### src/rtl/mem_arbiter.sv
// Purpose: arbitrates instruction-fetch and data-memory requests onto one shared memory bus; data wins ties.
// Latency: grant one edge after the request, ack_o one edge after bus_ack_i (minimum 2 cycles); abort after TIMEOUT silent bus cycles.
// Backpressure: one transaction in flight; stallreq_o holds the pipeline while any request is still unacknowledged.
// Ports: clk/rst (async active-low); if_* fetch side (read only); dm_* data side (read/write with byte selects);
//        bus_* shared memory port (request fields latched at grant); stallreq_o combinational stall request.
module mem_arbiter #(
    parameter int TIMEOUT = 16
) (
    input  logic        clk,
    input  logic        rst,
    // instruction fetch
    input  logic        if_req_i,
    input  logic [31:0] if_addr_i,
    output logic [31:0] if_data_o,
    output logic        if_ack_o,
    output logic        if_err_o,
    // data memory
    input  logic        dm_req_i,
    input  logic        dm_we_i,
    input  logic [3:0]  dm_sel_i,
    input  logic [31:0] dm_addr_i,
    input  logic [31:0] dm_wdata_i,
    output logic [31:0] dm_rdata_o,
    output logic        dm_ack_o,
    output logic        dm_err_o,
    // shared memory bus
    output logic        bus_req_o,
    output logic        bus_we_o,
    output logic [3:0]  bus_sel_o,
    output logic [31:0] bus_addr_o,
    output logic [31:0] bus_wdata_o,
    input  logic [31:0] bus_rdata_i,
    input  logic        bus_ack_i,
    // stall controller
    output logic        stallreq_o
);

    typedef enum logic [1:0] {
        IDLE,
        IF_BUSY,
        DM_BUSY
    } state_t;

    localparam logic [7:0] TIMEOUT_LAST = 8'(TIMEOUT - 1);

    state_t     state_q, state_d;
    logic [7:0] cnt_q;
    logic       grant_dm, grant_if, done, abort;

    // A requester whose ack_o is high this cycle is still holding the request
    // it was just served for, so it is skipped to avoid a duplicate transaction.
    always_comb begin
        state_d  = state_q;
        grant_dm = 1'b0;
        grant_if = 1'b0;
        done     = 1'b0;
        abort    = 1'b0;
        case (state_q)
            IDLE: begin
                if (dm_req_i && !dm_ack_o) begin
                    grant_dm = 1'b1;
                    state_d  = DM_BUSY;
                end else if (if_req_i && !if_ack_o) begin
                    grant_if = 1'b1;
                    state_d  = IF_BUSY;
                end
            end
            IF_BUSY, DM_BUSY: begin
                // a late ack on the expiry edge still counts as success
                if (bus_ack_i) begin
                    done    = 1'b1;
                    state_d = IDLE;
                end else if (cnt_q == TIMEOUT_LAST) begin
                    abort   = 1'b1;
                    state_d = IDLE;
                end
            end
            default: state_d = IDLE;
        endcase
    end

    always_ff @(posedge clk or negedge rst) begin
        if (!rst) begin
            state_q <= IDLE;
        end else begin
            state_q <= state_d;
        end
    end

    always_ff @(posedge clk or negedge rst) begin
        if (!rst) begin
            cnt_q       <= 8'd0;
            bus_req_o   <= 1'b0;
            bus_we_o    <= 1'b0;
            bus_sel_o   <= 4'd0;
            bus_addr_o  <= 32'd0;
            bus_wdata_o <= 32'd0;
            if_data_o   <= 32'd0;
            if_ack_o    <= 1'b0;
            if_err_o    <= 1'b0;
            dm_rdata_o  <= 32'd0;
            dm_ack_o    <= 1'b0;
            dm_err_o    <= 1'b0;
        end else begin
            // completion flags are single-cycle pulses
            if_ack_o <= 1'b0;
            if_err_o <= 1'b0;
            dm_ack_o <= 1'b0;
            dm_err_o <= 1'b0;

            if (grant_dm) begin
                cnt_q       <= 8'd0;
                bus_req_o   <= 1'b1;
                bus_we_o    <= dm_we_i;
                bus_sel_o   <= dm_sel_i;
                bus_addr_o  <= dm_addr_i;
                bus_wdata_o <= dm_wdata_i;
            end else if (grant_if) begin
                cnt_q       <= 8'd0;
                bus_req_o   <= 1'b1;
                bus_we_o    <= 1'b0;
                bus_sel_o   <= 4'b1111;
                bus_addr_o  <= if_addr_i;
                bus_wdata_o <= 32'd0;
            end else if (done) begin
                bus_req_o <= 1'b0;
                if (state_q == IF_BUSY) begin
                    if_data_o <= bus_rdata_i;
                    if_ack_o  <= 1'b1;
                end else begin
                    dm_ack_o <= 1'b1;
                    if (!bus_we_o) begin
                        dm_rdata_o <= bus_rdata_i;
                    end
                end
            end else if (abort) begin
                bus_req_o <= 1'b0;
                if (state_q == IF_BUSY) begin
                    if_data_o <= 32'd0;
                    if_ack_o  <= 1'b1;
                    if_err_o  <= 1'b1;
                end else begin
                    dm_rdata_o <= 32'd0;
                    dm_ack_o   <= 1'b1;
                    dm_err_o   <= 1'b1;
                end
            end else if (state_q != IDLE) begin
                cnt_q <= cnt_q + 8'd1;
            end
        end
    end

    assign stallreq_o = (if_req_i & ~if_ack_o) | (dm_req_i & ~dm_ack_o);

endmodule

### config.mk
export PLATFORM = sky130hd
export DESIGN_NAME = mem_arbiter
export DESIGN_NICKNAME = d
export VERILOG_FILES = /design/src/rtl/mem_arbiter.sv
export SDC_FILE = /design/constraint.sdc
export NUM_CORES = 1
export LEC_CHECK = 0
export CAP_MARGIN = 20
export CORE_MARGIN = 4
export CORE_UTILIZATION = 40
export DETAILED_ROUTE_END_ITERATION = 10
export GPL_TIMING_DRIVEN = 0
export PLACE_DENSITY = 0.81
export SLEW_MARGIN = 20
export SYNTH_ARGS = -nofsm -noshare
export SYNTH_HDL_FRONTEND = slang
export SYNTH_SLANG_ARGS = --single-unit
### constraint.sdc
create_clock -name clk -period 2.75 [get_ports clk]
set_input_delay 0.4125 -clock clk [delete_from_list [all_inputs] [get_ports clk]]
set_output_delay 0.4125 -clock clk [all_outputs]
set_load 0.05 [all_outputs]
==> metrics.md <==
| Metric | Value |
|---|---|
| Slew Limit Headroom | `0.5518` |
| Nature of the critical path startpoint | `register` |
| Post-synthesis simple-gate area fraction | `0.05340` |
| Final worst path period share | `0.8687` |
| IR drop worst, VDD | `approximately 0.96 mV` |
| Die height | `between 100 and 150 microns` |
| CTS sink cnt | `148` |
| Unrepaired setup endpoints after global routing | `no` |
| Status | `finished clean` |
| Largest family of logic cells by synthesized area | `compound AO/OA/AOI/OAI gates` |
| Hold WC Path Type | `reg2reg` |
| Max Fclk | `0.4186 GHz` |
| Actual slew at the worst max-slew pin | `0.6667 ns` |
| HPWL Detailed | `13.36 mm` |
| Final worst path period need | `between 2 and 2.5 ns` |
| Post-route ant nets | `0` |
| WS Path Type | `reg2reg` |
| Clock skew | `0.008768 ns` |
| Area grow syn2layout | `63.28%` |
| Top FF cell, synth | `dfrtp_1` |
| Arrival time worst endpoint | `2.74 ns` |
| Syn Area/Cell | `12.58 sq um` |
| Die X | `around 130 microns` |
| Area after DPL | `about 8700 sq um` |
| R2R Path Start | `cnt_q[0]` |
| Mapped cell area | `5647 sq um` |
| Crit end category | `register` |
| Gr usage total | `0.2192` |
| Layout Nets | `887` |
| Most common cell in the netlist | `dfrtp_1` |
| EDFF count, synth | `0` |
| MaxCap Viol Count | `0` |
| Final hold violations | `0` |
| Area fraction in compound gates after synthesis | `0.2497` |
| PwrDens | `1410 nW/um^2` |
| Power Total | `13.00 mW` |
| CTS tree | `built` |
| Worst EP required | `3.10 ns` |
| WL/cell | `18.95 microns` |
| List of most frequent post-synthesis cells | `dfrtp_1, a22o_1, nor2_1, a21oi_1, o22ai_1` |
| Vias in the first global route | `approximately 5400` |
| Clk_lat worst skew | `roughly 0.41 ns` |
| DR DRC count | `0` |
| Post-synthesis sequential area ratio | `0.6559` |
| Pleak | `3.917 nW` |
| Num ports | `around 280` |
| Drt total wl | `around 18 mm` |
| First-pass GRT wire length | `28.01 mm` |
| Antenna violations before repair | `0` |
| Xor and xnor fraction of the mapped netlist area | `0.001551` |
| Site row count | `43` |
| Total core area | `13830 sq um` |
| Adder-Cell Fraction of Synth Area | `0.006647` |
| Ys async rst share | `1.000` |
| Share of cells above drive strength 1 | `0.05138` |
| Initial DRT Pass Iterations | `5` |
| GRT overflow | `0` |
| Effective utilization at floorplan | `0.4084` |
| Seq cells post-synth | `148` |
| Mux contribution to synthesized area | `0` |
| HP Start | `dm_rdata_o[29]` |
| Final setup vio count | `0` |
| Slew Limit Fails | `0` |
| Full die area | `16080 sq um` |
| Crit. Startpoint | `cnt_q[0]` |
| CTS Buf Count | `17` |
| DR vias | `around 5000` |
| Gpl congestion | `around 0.85` |
| Post-synthesis cell type count | `32` |
| Initial drt markers | `roughly 280` |
| Largest net degree at the start of global routing | `81` |
| Htree depth | `4` |
| Crit path max fanout | `10` |
| Via density | `about 5.3` |
| Fin area | `~9000 sq um` |
| CTS max path bufs | `2` |
| Top cell type's share of synthesized area | `0.6559` |
| Antenna cells | `0` |
| Synth top area cells | `dfrtp_1, a22o_1, o22ai_1` |
| Ys Warns | `0` |
| Mapped Nets | `590` |
| Root buffer cell | `clkbuf_16` |
| Synth area leader | `dfrtp_1` |
| Post-Synthesis Cells | `449` |
| Reg clk slew, reported paths | `roughly 0.060 ns` |
| Port Buffers | `approximately 280` |
-- cells by family after synthesis --
kind of cell,after synthesis
buffers and inverters,43
flip-flops,148
AO/OA/AOI/OAI,189
XOR/XNOR,1
adder cells (fa/ha/maj),3
AND/OR/NAND/NOR,65
-- routing by layer --
layer | vias up | wire length (microns) | GRT usage
li1 | 2294 | - | -
met1 | 2457 | 7124 | 0.2626
met2 | 202 | 8801 | 0.3667
met3 | 40 | 1377 | 0.07326
met4 | 0 | 488 | 0.08454
met5 | - | 0 | 0
-- critical path, cell delays in order, from the launching register on --
cell and delay [ns]:
dfrtp_1 0.42, ha_1 0.25, nand3_1 0.23, nor2_1 0.12, o2111ai_1 0.56, clkbuf_1 0.51, a22o_1 0.24
-- flip-flops by register name (all words and copies together), names as in the netlist --
signal and count:
if_err_o 1, bus_we_o 1, if_ack_o 1, bus_addr_o 32, dm_ack_o 1, if_data_o 32, cnt_q 8, dm_err_o 1
bus_sel_o 4, bus_req_o 1, state_q 2, dm_rdata_o 32, bus_wdata_o 32
-- through the flow --
step / hold slack [ns] / setup TNS [ns] / worst slack, ns / instances / utilization
after global placement: 0.4707 / -632.33 / -4.251 / 905 / 0.6245
final: 0.4985 / 0 / 0.3610 / 939 / 0.6668
after global routing: 0.5136 / 0 / 0.1156 / 939 / 0.6668
after CTS: 0.5016 / 0 / 0.05738 / 939 / 0.6662
after floorplan: 0.1169 / 0 / 0.5863 / 449 / -
after detailed placement: 0.3863 / -8.589 / -0.2665 / 906 / 0.6268
-- cell usage in the layout, fill, tap and decap left out, types with 2 or more instances in the layout --
master / n
nor2_1: 38
o22ai_1: 32
buf_6: 3
clkinv_2: 5
clkbuf_1: 33
nand3_1: 8
nor2b_1: 2
o21ai_0: 3
o21ai_1: 2
clkbuf_16: 17
nand2b_1: 3
and4_1: 2
o22a_1: 4
a22o_1: 97
nand2_1: 6
clkinvlp_4: 4
o211ai_1: 7
a21oi_1: 35
ha_1: 3
dfrtp_1: 148
clkbuf_8: 3
clkdlybuf4s50_1: 274
inv_1: 7
o31ai_1: 5
-- power by group --
| group | switching (mW) | total (mW) | internal (mW) |
|---|---|---|---|
| clock | 0.853 | 2.07 | 1.22 |
| sequential | 0.546 | 3.65 | 3.10 |
| combinational | 4.77 | 7.29 | 2.52 |
| total | 6.16 | 13.0 | 6.84 |
-- final timing paths --
kind	to	slack, ns	cells past startpoint
setup reg to reg	if_data_o[21]	0.36	6
max in group asynchronous	bus_addr_o[2]	1.45	3
min in group asynchronous	bus_wdata_o[20]	0.53	2
hold / removal	dm_rdata_o[29]	0.50	1
setup / recovery	if_data_o[21]	0.36	6
hold reg to reg	dm_rdata_o[29]	0.50	1
-- layout make-up --
class	instances	area [sq um]
sequential	148	3704
multi-input combinational	258	1764
clock inverter	9	55.05
timing repair buffer	278	2808
inverter	7	26.28
tap	180	225.2
buffer	36	160.2
clock buffer	23	478.0
fill	1016	4607
-- what timing repair did --
item / 4_1_cts / 5_1_grt
setup endpoints to repair: 1 / 31
hold buffers: 1 / 0
resized for setup: 1 / 2
endpoints found under the hold margin: 68 / 0
buffers inserted: 0 / 0
No activity file was read; power rests on OpenSTA's default activity.
